`config.mk`:
```
export PLATFORM = sky130hd
export DESIGN_NAME = fetch_sequencer_flat
export DESIGN_NICKNAME = d
export VERILOG_FILES = /design/src/rtl/fetch_sequencer_if.sv /design/src/rtl/fetch_sequencer.sv /design/src/flat_wrapper.sv
export SDC_FILE = /design/constraint.sdc
export NUM_CORES = 1
export LEC_CHECK = 0
export CORE_MARGIN = 1
export CORE_UTILIZATION = 35
export DETAILED_ROUTE_END_ITERATION = 8
export GPL_TIMING_DRIVEN = 0
export PLACE_DENSITY = 0.76
export SYNTH_ARGS = -nofsm -noshare
export SYNTH_HDL_FRONTEND = slang
export SYNTH_SLANG_ARGS = --single-unit
```
`constraint.sdc`:
```
create_clock -name clk -period 1.4 [get_ports clk]
set_clock_uncertainty 0.15 [all_clocks]
set_input_delay 0.14 -clock clk [delete_from_list [all_inputs] [get_ports clk]]
set_output_delay 0.14 -clock clk [all_outputs]
set_load 0.02 [all_outputs]
```
`src/rtl/fetch_sequencer_if.sv`:
```
// Instruction-memory and decode handshakes of the fetch sequencer.
// master = sequencer side, slave = memory/decode side.
interface fetch_sequencer_if;
    logic        imem_req_valid;
    logic        imem_req_ready;
    logic        imem_rsp_valid;
    logic [31:0] imem_rsp_data;
    logic        instr_valid;
    logic [31:0] instr_out;
    logic        instr_ready;

    modport master (
        output imem_req_valid,
        input  imem_req_ready,
        input  imem_rsp_valid,
        input  imem_rsp_data,
        output instr_valid,
        output instr_out,
        input  instr_ready
    );

    modport slave (
        input  imem_req_valid,
        output imem_req_ready,
        output imem_rsp_valid,
        output imem_rsp_data,
        input  instr_valid,
        input  instr_out,
        output instr_ready
    );
endinterface

```
`src/rtl/fetch_sequencer.sv`:
```
// Fetch sequencer: RST -> REQ -> WAIT -> ISSUE loop that drives the PC controls.
// Optional WAIT/DRAIN timeout with sticky fetch_err under `FETCH_TIMEOUT_EN.
module fetch_sequencer #(
    parameter int unsigned TIMEOUT_CYCLES = 16
) (
    input  logic                     clk,
    input  logic                     rst_n,
    input  logic                     restart,
    fetch_sequencer_if.master        bus,
    input  logic                     branch_req,
    input  logic                     branch_cond,
    input  logic                     jump_req,
    output logic [1:0]               pc_sel,
    output logic                     pc_branch_taken,
    output logic                     pc_jump,
    output logic                     fetch_err,
    output logic [2:0]               state_dbg
);

    // Handshakes: a transfer happens in a cycle where valid and ready are both 1;
    // valid is never withdrawn before acceptance except when restart overrides it.
    typedef enum logic [2:0] {
        ST_RST   = 3'd0,
        ST_REQ   = 3'd1,
        ST_WAIT  = 3'd2,
        ST_ISSUE = 3'd3,
        ST_DRAIN = 3'd4
    } state_t;

    state_t      state_q, state_d;
    logic [31:0] instr_q, instr_d;
    logic        tmo_hit;

    always_comb begin
        state_d = state_q;
        instr_d = instr_q;
        case (state_q)
            ST_RST:   state_d = ST_REQ;
            ST_REQ: begin
                if (restart)                 state_d = ST_RST;
                else if (bus.imem_req_ready) state_d = ST_WAIT;
            end
            ST_WAIT: begin
                // A response in the same cycle as restart is dropped here, nothing left to drain.
                if (restart)                 state_d = bus.imem_rsp_valid ? ST_RST : ST_DRAIN;
                else if (bus.imem_rsp_valid) begin
                    state_d = ST_ISSUE;
                    instr_d = bus.imem_rsp_data;
                end
                else if (tmo_hit)            state_d = ST_RST;
            end
            ST_ISSUE: begin
                if (restart)                 state_d = ST_RST;
                else if (bus.instr_ready)    state_d = ST_REQ;
            end
            ST_DRAIN: begin
                if (bus.imem_rsp_valid || tmo_hit) state_d = ST_RST;
            end
            default:  state_d = ST_RST;
        endcase
    end

    always_ff @(posedge clk or negedge rst_n) begin
        if (!rst_n) begin
            state_q <= ST_RST;
            instr_q <= '0;
        end else begin
            state_q <= state_d;
            instr_q <= instr_d;
        end
    end

`ifdef FETCH_TIMEOUT_EN
    logic [7:0] tmo_q, tmo_d;
    logic       err_q, err_d;
    logic       in_wait_q, in_wait_d, tmo_fire;

    always_comb begin
        in_wait_q = (state_q == ST_WAIT) || (state_q == ST_DRAIN);
        in_wait_d = (state_d == ST_WAIT) || (state_d == ST_DRAIN);
        tmo_hit   = in_wait_q && (tmo_q >= 8'(TIMEOUT_CYCLES - 1));
        // Mirrors the WAIT/DRAIN exits above: a timeout only wins when no response arrived.
        tmo_fire  = tmo_hit && !bus.imem_rsp_valid && ((state_q == ST_DRAIN) || !restart);
        tmo_d     = (in_wait_q && in_wait_d) ? tmo_q + 8'd1 : 8'd0;
        err_d     = err_q | tmo_fire;
    end

    always_ff @(posedge clk or negedge rst_n) begin
        if (!rst_n) begin
            tmo_q <= '0;
            err_q <= 1'b0;
        end else begin
            tmo_q <= tmo_d;
            err_q <= err_d;
        end
    end

    assign fetch_err = err_q;
`else
    assign tmo_hit   = 1'b0;
    assign fetch_err = 1'b0;
`endif

    // PC command is decoded from state; ISSUE adds the accept-cycle command.
    always_comb begin
        pc_sel          = 2'b01;
        pc_branch_taken = 1'b0;
        pc_jump         = 1'b0;
        if (state_q == ST_RST) begin
            pc_sel = 2'b11;
        end else if (state_q == ST_ISSUE && bus.instr_ready && !restart) begin
            if (jump_req) begin
                pc_sel  = 2'b10;
                pc_jump = 1'b1;
            end else if (branch_req) begin
                pc_sel          = 2'b01;
                pc_branch_taken = branch_cond;
            end else begin
                pc_sel = 2'b00;
            end
        end
    end

    // Dropping the request under restart avoids leaving an orphan fetch in flight.
    assign bus.imem_req_valid = (state_q == ST_REQ) && !restart;
    assign bus.instr_valid    = (state_q == ST_ISSUE);
    assign bus.instr_out      = instr_q;
    assign state_dbg          = state_q;

endmodule

```
`src/flat_wrapper.sv`:
```
// flat-port wrapper written by rule: the top's interface ports become plain ports
module fetch_sequencer_flat 
#(
    parameter int unsigned TIMEOUT_CYCLES = 16
)
  (clk, rst_n, restart, branch_req, branch_cond, jump_req, pc_sel, pc_branch_taken, pc_jump, fetch_err, state_dbg, bus_imem_req_valid, bus_imem_req_ready, bus_imem_rsp_valid, bus_imem_rsp_data, bus_instr_valid, bus_instr_out, bus_instr_ready);
  fetch_sequencer_if bus_i ();
  input  logic clk;
  input  logic rst_n;
  input  logic restart;
  input  logic branch_req;
  input  logic branch_cond;
  input  logic jump_req;
  output logic [1:0] pc_sel;
  output logic pc_branch_taken;
  output logic pc_jump;
  output logic fetch_err;
  output logic [2:0] state_dbg;
  output wire logic [$bits(bus_i.imem_req_valid)-1:0] bus_imem_req_valid;
  input wire logic [$bits(bus_i.imem_req_ready)-1:0] bus_imem_req_ready;
  input wire logic [$bits(bus_i.imem_rsp_valid)-1:0] bus_imem_rsp_valid;
  input wire logic [$bits(bus_i.imem_rsp_data)-1:0] bus_imem_rsp_data;
  output wire logic [$bits(bus_i.instr_valid)-1:0] bus_instr_valid;
  output wire logic [$bits(bus_i.instr_out)-1:0] bus_instr_out;
  input wire logic [$bits(bus_i.instr_ready)-1:0] bus_instr_ready;
  assign bus_imem_req_valid = bus_i.imem_req_valid;
  assign bus_i.imem_req_ready = bus_imem_req_ready;
  assign bus_i.imem_rsp_valid = bus_imem_rsp_valid;
  assign bus_i.imem_rsp_data = bus_imem_rsp_data;
  assign bus_instr_valid = bus_i.instr_valid;
  assign bus_instr_out = bus_i.instr_out;
  assign bus_i.instr_ready = bus_instr_ready;
  fetch_sequencer #(.TIMEOUT_CYCLES(TIMEOUT_CYCLES)) u_core (.clk(clk), .rst_n(rst_n), .restart(restart), .bus(bus_i), .branch_req(branch_req), .branch_cond(branch_cond), .jump_req(jump_req), .pc_sel(pc_sel), .pc_branch_taken(pc_branch_taken), .pc_jump(pc_jump), .fetch_err(fetch_err), .state_dbg(state_dbg));
endmodule
```
==> out/metrics.cfg <==
[cts]
tritoncts = built
cts_root_buffer = clkbuf_8
worst_setup_hold_path_clk_slew_ns = 0.07
numClockSinks = 35
cts_htree_levels = 2
cts_made_buffers = 5
clk-insertion-delay-late_ns = 0.28
cts.path.max_buffers = 2

[run_status]
failed_checks = setup timing
status = finished with violations

[global_routing]
gr_usage_total_pct = 17.9
number_of_global_route_vias_before_repair = 1242
initial_antenna_violation_count = 0
global_route.overflow_total = 0
grt_first_pass_wirelength_um = 5890
grt_max_degree = 36

[routing]
drtIter0Drc = 63
postRouteAntennaNets = 0
total_via_count_after_detailed_routing = 1169
detail_route.first_pass.iterations = 4
total_length_of_routed_wires_um = 4140
detail_route.vias_per_cell = 4.73
post_drt_wl_per_cell_um = 16.7
number_of_drc_violations_after_detailed_routing = 0

[critical_path]
crit_fanout = 4
setup.worst_path.class = reg2out
critPathArrivalTime_ns = 1.50
setup.worst_path.start_class = flop
critical_path.endpoint_type = output pin
critical_path_required_ns = 1.11

[timing]
final_min_period_over_clock_period_pct = 128
grt_setup_unrepaired = true
max_clock_freq_mhz = 558
timing_hold_violations_final = 0
worst-slew-pin-transition_ns = 0.787
finalSetupTns_ns = -10.37
report.final.slew_viol_count = 0
min_period_ns = 1.79
postLayoutSetupSlackWorst_ns = -0.393
timing.slew.headroom_pct = 47.6
setup_viol = 38

[power_and_ir_drop]
power_frac_comb_pct = 47.4
power.switching_fraction_pct = 34.5
seqPwrFrac_pct = 33.9
total_power_uw = 4880
internal_power_uw = 3200
cellPowerDensity_nw_per_um2 = 1800
clock_power_share_pct = 18.6
net-switching-power_uw = 1680
peakVddDrop_v = 0.000890
total_leakage_power_uw = 0.00143

[synth]
share_of_synthesized_registers_carrying_an_async_set_or_reset_pct = 100
synth.top_cell.area_share_pct = 55.9
ys_warn_count = 0
yosysMostFrequentCell = dfrtp_1
synth_top_area_cell = dfrtp_1
avgSynthCellArea_um2 = 16.2
ys_seq_elements = 35
syn-instance-count = 97
synth-edff-count = 0
ys_types = 22
mappedNetlistNets = 138
synth_top_flop_cell = dfrtp_1
post_synth_most_frequent_cells = dfrtp_1 (35), mux2_4 (30)
synth.cell_area_um2 = 1570
synth_sequential_area_ratio_pct = 55.9
post_synth_main_area_contributors = dfrtp_1 (56%), mux2_4 (29%), buf_6 (2.2%), mux2_2 (2.2%), and4b_1 (1.3%)

[final_layout]
syn_to_final_growth_pct = 73.3
finalNetCount = 237
drive_gt1_share_pct = 39.6
antenna-diode-count = 0
finalNonFillerCells = 247

[job]
cap_viol_max_count = 0

[place]
hpwl_um = 2710
port_buffers = 81
gp_congestion = 0.655
place.detailed.instances = 228
place_ws_ns = -0.951

[floorplanning]
design.die.area_um2 = 4750
die_height_um = 68.9
core_um2 = 4140
floorplan.rows = 23
floorplan.initialDensity_pct = 37.8
ios = 83
die_w_um = 68.9

[min_path]
hold_crit_path_type = in2reg

## cells by family after synthesis
kind of cell / count (synthesis) / synth area share, %
AO/OA/AOI/OAI: 5 / 1.92
other: 1 / 0.239
flip-flops: 35 / 55.9
AND/OR/NAND/NOR: 16 / 7.42
multiplexers: 33 / 30.9
buffers and inverters: 7 / 3.67
## sequential cells by signal, indices dropped and copies added (netlist names)
register              count
u_core.bus.instr_out     32
u_core.state_dbg          3
## worst max-delay path: stages (launching register included)
cell     delay [ns]
dfrtp_2        0.42
and2b_2        0.21
and4b_2        0.23
and4b_2        0.23
buf_6          0.13
## power groups by stage
stage / logic (uW) / clock network, uW / registers [uW]
2_1_floorplan: 828 / 0 / 2180
3_3_place_gp: 2470 / 0 / 1660
3_5_place_dp: 2500 / 0 / 1680
4_1_cts: 2350 / 930 / 1650
5_1_grt: 2450 / 987 / 1710
6_report: 2320 / 909 / 1660
## cell usage in the layout (no fill, tap or decap), drive strengths merged
cell type      synthesis  final
inv                    1      1
clkinv                 0      2
and2b                  1      1
dfrtp                 35     35
dlygate4sd3            0      1
a21o                   1      1
buf                    6     23
a22oi                  1      1
nand3                  1      1
bufinv                 0      1
clkdlybuf4s50          0     38
and3b                  2      2
dlymetal6s2s           0      1
nor4b                  1      1
conb                   1      1
nor3                   3      3
clkbuf                 0      6
o21ai                  3      3
and2                   1      1
nor2                   2      2
nor2b                  1      1
and4b                  2      2
dlygate4sd2            0     34
nand2                  2      2
mux2                  33     33
## metal layers
layer,GRT usage [%],vias to the layer above,part of all wire [%]
li1,-,540,-
met1,19.1,577,38
met2,32.9,44,54
met3,4.28,8,5.9
met4,7.91,0,2.0
met5,0,-,0
## worst paths after layout
| kind | from | to | slack (ns) | depth (start not counted) |
|---|---|---|---|---|
| max | u_core.state_dbg[1]$_DFFE_PN0P_ | pc_branch_taken | -0.39 | 4 |
| min | restart | u_core.state_dbg[1]$_DFFE_PN0P_ | 0.07 | 2 |
| max reg2reg | u_core.state_dbg[1]$_DFFE_PN0P_ | u_core.bus.instr_out[20]$_DFFE_PN0P_ | -0.33 | 6 |
| min reg2reg | u_core.bus.instr_out[0]$_DFFE_PN0P_ | u_core.bus.instr_out[0]$_DFFE_PN0P_ | 0.35 | 1 |
| max in group asynchronous | rst_n | u_core.state_dbg[2]$_DFFE_PN0P_ | 0.23 | 2 |
| min in group asynchronous | rst_n | u_core.bus.instr_out[1]$_DFFE_PN0P_ | 0.33 | 2 |
## metrics by stage
step                      hold WS (ns)  util [%]  cell area [um^2]
after CTS                        0.303      67.2              2790
after global routing            0.0989      65.5              2720
after detailed placement         0.122      59.6              2470
final                           0.0728      65.5              2720
after global placement           0.339      59.7              2470
after floorplan                 -0.306         -              1600
## timing repair
action | in CTS | in global routing
cloned | 3 | 0
buffers inserted | 11 | 0
hold buffers | 1 | 0
hold endpoints to repair | 35 | 0
gates resized for setup | 90 | 7
pin swaps | 2 | 2
setup endpoints to repair | 73 | 42
## cell type report
| cell class | count | area, um^2 |
|---|---|---|
| Fill cell | 315 | 1430 |
| Timing Repair Buffer | 94 | 923 |
| Sequential cell | 35 | 880 |
| Multi-Input combinational cell | 55 | 676 |
| Clock buffer | 5 | 68.8 |
| Tap cell | 50 | 62.6 |
| Buffer | 4 | 58.8 |
| Clock inverter | 3 | 43.8 |
| Inverter | 1 | 3.75 |
Power figures use the tool's default switching activity.
